**config.mk**
```make
export PLATFORM = sky130hd
export DESIGN_NAME = planar_pred_4x4
export DESIGN_NICKNAME = d
export VERILOG_FILES = /design/src/rtl/planar_pred_4x4_pkg.sv /design/src/rtl/planar_row_calc.sv /design/src/rtl/planar_pred_4x4.sv
export SDC_FILE = /design/constraint.sdc
export NUM_CORES = 1
export LEC_CHECK = 0
export BUFFER_PORTS_ARGS = -buffer_cell sky130_fd_sc_hd__buf_2
export CAP_MARGIN = 25
export CORE_AREA = 3 3 156 234
export CTS_CLUSTER_DIAMETER = 80
export CTS_CLUSTER_SIZE = 40
export DETAILED_ROUTE_END_ITERATION = 12
export DIE_AREA = 0 0 159 237
export PLACE_DENSITY_LB_ADDON = 0.3
export SYNTH_ARGS = -nofsm -noshare
export SYNTH_HDL_FRONTEND = slang
export SYNTH_SLANG_ARGS = --single-unit
```
**constraint.sdc**
```tcl
create_clock -name CLK1 -period 23.5 [get_ports CLK1]
set_input_delay 1.175 -clock CLK1 [delete_from_list [all_inputs] [get_ports CLK1]]
set_output_delay 1.175 -clock CLK1 [all_outputs]
set_load 0.02 [all_outputs]
```
**src/rtl/planar_pred_4x4_pkg.sv**
```systemverilog
// Shared constants, state encoding and row types for the 4x4 planar predictor.
package planar_pred_4x4_pkg;

   localparam int DW    = 8;
   localparam int N     = 4;
   localparam int ACC_W = 11;
   localparam int RND   = 4;
   localparam int SHIFT = 3;

   typedef enum logic [1:0] {
      S_IDLE  = 2'd0,
      S_RECON = 2'd1,
      S_GEN   = 2'd2
   } state_e;

   typedef logic [DW-1:0]        sample_t;
   typedef logic [N-1:0][DW-1:0] row_t;

endpackage

```
**src/rtl/planar_row_calc.sv**
```systemverilog
// Combinational HEVC planar interpolation of one 4-sample row from the
// reconstructed references and the row index.
module planar_row_calc
   import planar_pred_4x4_pkg::*;
(
   input  logic [DW-1:0] l_y,
   input  logic [DW-1:0] tr,
   input  logic [DW-1:0] bl,
   input  row_t          t,
   input  logic [1:0]    y,
   output row_t          pred
);

   logic [N-1:0][ACC_W-1:0] acc;

   // The four weights always sum to 8, so 11 bits hold the rounded sum without
   // overflow and the shifted result never needs clipping.
   always_comb begin
      acc  = '0;
      pred = '0;
      for (int x = 0; x < N; x++) begin
         acc[x] = ACC_W'(N - 1 - x) * ACC_W'(l_y)
                + ACC_W'(x + 1) * ACC_W'(tr)
                + (ACC_W'(N - 1) - ACC_W'(y)) * ACC_W'(t[x])
                + (ACC_W'(y) + ACC_W'(1)) * ACC_W'(bl)
                + ACC_W'(RND);
         pred[x] = acc[x][ACC_W-1:SHIFT];
      end
   end

endmodule

```
**src/rtl/planar_pred_4x4.sv**
```systemverilog
// 4x4 planar predictor: captures difference-coded references, reconstructs
// them, then streams the block one row per cycle over valid/ready.
module planar_pred_4x4
   import planar_pred_4x4_pkg::*;
(
   input  logic          CLK1,
   input  logic          RST_N,
   input  logic          IN_VALID,
   output logic          IN_READY,
   input  logic [DW-1:0] REF_TOP_F0,
   input  logic [DW-1:0] REF_TOP_F1,
   input  logic [DW-1:0] REF_TOP_F2,
   input  logic [DW-1:0] REF_TOP_F3,
   input  logic [DW-1:0] REF_TOP_F4,
   input  logic [DW-1:0] REF_TOP_F5,
   input  logic [DW-1:0] REF_TOP_F6,
   input  logic [DW-1:0] REF_TOP_F7,
   input  logic [DW-1:0] REF_LEFT_F0,
   input  logic [DW-1:0] REF_LEFT_F1,
   input  logic [DW-1:0] REF_LEFT_F2,
   input  logic [DW-1:0] REF_LEFT_F3,
   input  logic [DW-1:0] REF_LEFT_F4,
   input  logic [DW-1:0] REF_LEFT_F5,
   input  logic [DW-1:0] REF_LEFT_F6,
   input  logic [DW-1:0] REF_LEFT_F7,
   output logic          OUT_VALID,
   input  logic          OUT_READY,
   output logic [1:0]    OUT_ROW,
   output logic          OUT_LAST,
   output logic [DW-1:0] PRED_X0,
   output logic [DW-1:0] PRED_X1,
   output logic [DW-1:0] PRED_X2,
   output logic [DW-1:0] PRED_X3
);

   state_e     state_q, state_d;
   row_t       t_q, t_d, l_q, l_d, pred_q, pred_d;
   sample_t    tr_q, tr_d, bl_q, bl_d;
   logic [1:0] y_q, y_d;
   logic       in_ready_q, in_ready_d;
   logic       out_valid_q, out_valid_d;
   logic       out_last_q, out_last_d;
   logic       load;
   row_t       row_pred;
   row_t       top_in, left_in;
   logic       unused_refs;

   assign top_in      = {REF_TOP_F3, REF_TOP_F2, REF_TOP_F1, REF_TOP_F0};
   assign left_in     = {REF_LEFT_F3, REF_LEFT_F2, REF_LEFT_F1, REF_LEFT_F0};
   assign unused_refs = ^{REF_TOP_F5, REF_TOP_F6, REF_TOP_F7,
                          REF_LEFT_F5, REF_LEFT_F6, REF_LEFT_F7};

   // The raw differences are captured into t_q/l_q and overwritten in place by
   // the reconstructed samples during RECON.
   always_comb begin
      state_d    = state_q;
      t_d        = t_q;
      l_d        = l_q;
      tr_d       = tr_q;
      bl_d       = bl_q;
      y_d        = y_q;
      in_ready_d = in_ready_q;
      load       = 1'b0;
      case (state_q)
         S_IDLE: begin
            if (IN_VALID && in_ready_q) begin
               t_d        = top_in;
               l_d        = left_in;
               tr_d       = REF_TOP_F4;
               bl_d       = REF_LEFT_F4;
               in_ready_d = 1'b0;
               state_d    = S_RECON;
            end
         end
         S_RECON: begin
            for (int x = 0; x < N; x++) begin
               t_d[x] = tr_q - t_q[x];
               l_d[x] = bl_q - l_q[x];
            end
            y_d     = 2'd0;
            load    = 1'b1;
            state_d = S_GEN;
         end
         S_GEN: begin
            if (out_valid_q && OUT_READY) begin
               if (y_q == 2'd3) begin
                  in_ready_d = 1'b1;
                  state_d    = S_IDLE;
               end else begin
                  y_d  = y_q + 2'd1;
                  load = 1'b1;
               end
            end
         end
         default: state_d = S_IDLE;
      endcase
   end

   // NOTE: the row calculator sees next-state references and row index, so a
   // row is registered on the same edge that advances the counter; the output
   // logic sits in its own always_comb to keep that path free of false loops.
   planar_row_calc u_row_calc (
      .l_y  (l_d[y_d]),
      .tr   (tr_d),
      .bl   (bl_d),
      .t    (t_d),
      .y    (y_d),
      .pred (row_pred)
   );

   always_comb begin
      out_valid_d = out_valid_q;
      out_last_d  = out_last_q;
      pred_d      = pred_q;
      if (load) begin
         out_valid_d = 1'b1;
         out_last_d  = (y_d == 2'd3);
         pred_d      = row_pred;
      end else if (out_valid_q && OUT_READY) begin
         out_valid_d = 1'b0;
         out_last_d  = 1'b0;
      end
   end

   // NOTE: every register, reference storage included, is cleared by reset so
   // an aborted block leaves no stale samples behind.
   always_ff @(posedge CLK1 or negedge RST_N) begin
      if (!RST_N) begin
         state_q     <= S_IDLE;
         t_q         <= '0;
         l_q         <= '0;
         tr_q        <= '0;
         bl_q        <= '0;
         y_q         <= 2'd0;
         in_ready_q  <= 1'b1;
         out_valid_q <= 1'b0;
         out_last_q  <= 1'b0;
         pred_q      <= '0;
      end else begin
         state_q     <= state_d;
         t_q         <= t_d;
         l_q         <= l_d;
         tr_q        <= tr_d;
         bl_q        <= bl_d;
         y_q         <= y_d;
         in_ready_q  <= in_ready_d;
         out_valid_q <= out_valid_d;
         out_last_q  <= out_last_d;
         pred_q      <= pred_d;
      end
   end

   assign IN_READY  = in_ready_q;
   assign OUT_VALID = out_valid_q;
   assign OUT_ROW   = y_q;
   assign OUT_LAST  = out_last_q;
   assign PRED_X0   = pred_q[0];
   assign PRED_X1   = pred_q[1];
   assign PRED_X2   = pred_q[2];
   assign PRED_X3   = pred_q[3];

endmodule
```
==> results.yml <==
pwr:
  clkPwrFrac_pct: 57.1
  power.leakage_nw: 8.42
  p_sw_share_pct: 22.7
  vdd.ir_drop.worst_mv: 0.0279
  p_switching_mw: 0.116
  power_density_nw_per_um2: 32.9
  combPwrFrac_pct: 2.7
  intPower_mw: 0.395
  power_frac_seq_pct: 40.2
route:
  vias: 10900
  drt_first_pass_iters: 9
  drtIter0Drc: 908
  vias_per_cell: 5.17
  ant_nets: 0
  drc: 0
  avgRoutedWirePerCell_um: 17.9
  wirelength_um: 37700
sta:
  setup_slack_ps: 15030
  hold_violations: 0
  fin_setup_tns_ps: 0
  slew_viol_final: 0
  slew-limit-headroom_pct: 31.2
  fin_crit_ps: 8470
  max_slew.worst_pin.slew_ps: 1030
  finalClockSkew_ps: 13.0
  max_freq_mhz: 118
  setup_viol: 0
  rsz0062_at_grt: "no"
  period_share_pct: 36.1
synth:
  yosysUniqueCellTypes: 61
  yosys.area_share.simple_pct: 10.4
  avgSynthCellArea_sq_um: 9.10
  netlist_area_sq_um: 13800
  syn_inst: 1512
  synthesis.nets: 1965
  synth_adder_area_share_pct: 35.2
  synth_top_family_by_area: "adder cells"
  synth_mux_area_share_pct: 3.15
  synth_warnings: 0
  synth_xor_area_share_pct: 5.47
  synth_compound_area_share_pct: 13.9
  ys_seq_area_share_pct: 21.7
  synth-edff-count: 0
  ys.flop_type: "dfrtp_1"
  yosys-top-cells-area: "dfrtp_1 21%, ha_1 19%, fa_1 16%"
  ys_seq_elements: 119
  yosysTopAreaCell: "dfrtp_1"
  netlist.area_leader.share_pct: 21.5
  async_flop_share_pct: 100
  synth_common_cells: "317 x inv_1, 210 x ha_1, 118 x dfrtp_1"
  yosysMostFrequentCell: "inv_1"
placement:
  hpwl_um: 30600
  post-place-ws_ps: 14690
  place_congestion: 0.865
  port_buffers: 120
setup_path:
  slowest_delay_ps: 600
  critPathTopFamily: "adder cells"
  end_kind: "flop"
  path_buf_inv: 9
  cp.required_ps: 23800
  worstSetupPathType: "flop to flop"
  critPathSlowestCell: "fa_1"
  cp.arrival_ps: 8780
  crit_fanout: 30
  start_kind: "flop"
floorplan:
  core_sq_um: 34900
  die_h_um: 237
  ios: 169
  rows: 84
  fp.dieArea_sq_um: 37700
  start_util_pct: 39.4
  die_x_um: 159
final_layout:
  area_growth_syn_to_layout_pct: 13.0
  final_nets: 2078
  drive_gt1_share_pct: 12.5
  diodes: 0
global_route:
  grt_use_total_pct: 20.5
  grt_pass1_vias: 11200
  grt_pass1_wl_um: 60200
  overflow: 0
  antenna_found_initial: 0
  grt_max_degree: 68
clock_network:
  cts_tree: "yes"
  cts_num_sinks: 119
  htreeDepth: 4
  insertion_delay_ps: 440
  clk_pin_slew_ps: 60
  clock_path_buffers: 2
  post_cts_resized: 0
  post-cts-setup-buffers: 0
  cts-root-buf: "clkbuf_16"
  numCtsBuffers: 17
  cts_hold_buf: 0
status:
  status: "complete, no violations"
flow_run:
  cap_violations: 0
min_path:
  hold_class: "flop to flop"
## worst min-delay path, stage by stage (launching register included)
cell     delay [ps]
dfrtp_1         340
nand2_1          50
o21ai_0          60
## power groups by stage
stage          clock [mW]  combinational [mW]  sequential (mW)
2_1_floorplan           0            0.000371            0.209
3_3_place_gp            0              0.0143            0.209
3_5_place_dp            0              0.0143            0.209
4_1_cts             0.300              0.0143            0.205
5_1_grt             0.306              0.0154            0.205
6_report            0.292              0.0139            0.205
## area by class of cell
class / count / area [sq um]
multi-input cells: 1032 / 9400
fillers: 3459 / 19400
repair buffers: 137 / 731
clock buffers: 20 / 457
flip-flops and latches: 119 / 2980
well taps: 473 / 592
inverters: 318 / 1190
clock inverters: 12 / 189
## final timing paths
kind | slack, ps | startpoint | endpoint | depth (start not counted)
hold reg to reg | 480 | PRED_X3[5] | PRED_X3[5] | 2
hold / removal | 480 | PRED_X3[5] | PRED_X3[5] | 2
setup reg to reg | 15030 | state_q[1] | PRED_X0[7] | 31
max in group asynchronous | 21280 | RST_N | bl_q[0] | 2
min in group asynchronous | 790 | RST_N | t_q[29] | 1
setup / recovery | 15030 | state_q[1] | PRED_X0[7] | 31
## through the flow
step | instances | hold slack (ps) | area [sq um] | power, mW | util, %
6_report | 2111 | 482 | 15500 | 0.511 | 44.5
5_1_grt | 2111 | 501 | 15500 | 0.526 | 44.5
4_1_cts | 2111 | 488 | 15500 | 0.519 | 44.5
3_5_place_dp | 2079 | 470 | 14900 | 0.223 | 42.7
3_3_place_gp | 2079 | 464 | 14900 | 0.223 | 42.7
2_1_floorplan | 1512 | 475 | 13800 | 0.210 | -
## registers in the layout, indices dropped and copies added (netlist names)
register,cells
OUT_ROW,2
OUT_LAST,1
t_q,32
state_q,2
PRED_X1,8
PRED_X2,8
PRED_X3,8
IN_READY,1
l_q,32
bl_q,8
PRED_X0,8
OUT_VALID,1
tr_q,8
## cells in the final DEF, fill, tap and decap left out, types with 5 or more instances in the layout
master / count
o31ai_1: 10
mux2_2: 20
and2_1: 7
fa_1: 111
a221o_1: 13
nand2b_1: 21
nand3_1: 6
a21o_1: 11
inv_1: 317
o21ai_0: 78
a31oi_1: 7
a21oi_1: 53
a221oi_1: 8
dfrtp_1: 118
o41ai_1: 5
ha_1: 209
o211ai_1: 6
o21a_1: 16
a222oi_1: 30
and3_1: 5
buf_4: 18
clkbuf_16: 17
xor2_1: 24
a22oi_1: 8
buf_2: 119
nor2_1: 109
nand2_1: 93
nor3_1: 25
nor2b_1: 24
mux2i_1: 14
xnor2_1: 62
## cells by family (layout without fill, tap and decap cells)
| kind of cell | after synthesis | count (layout) |
|---|---|---|
| buffers and inverters | 361 | 487 |
| adders and majority gates | 321 | 321 |
| and+or+nand+nor | 312 | 312 |
| AOI/OAI and AO/OA | 276 | 276 |
| DFF | 119 | 119 |
| xor gates and xnor gates | 86 | 86 |
| muxes | 37 | 37 |
## routing by layer
layer,global-route usage (%),part of all wire (%),vias to the layer above
met5,0,0,-
met2,37.3,53,276
li1,-,-,5268
met3,4.08,5.1,61
met1,23.1,39,5307
met4,8.81,3.8,0
No activity file was read; power rests on OpenSTA's default activity.
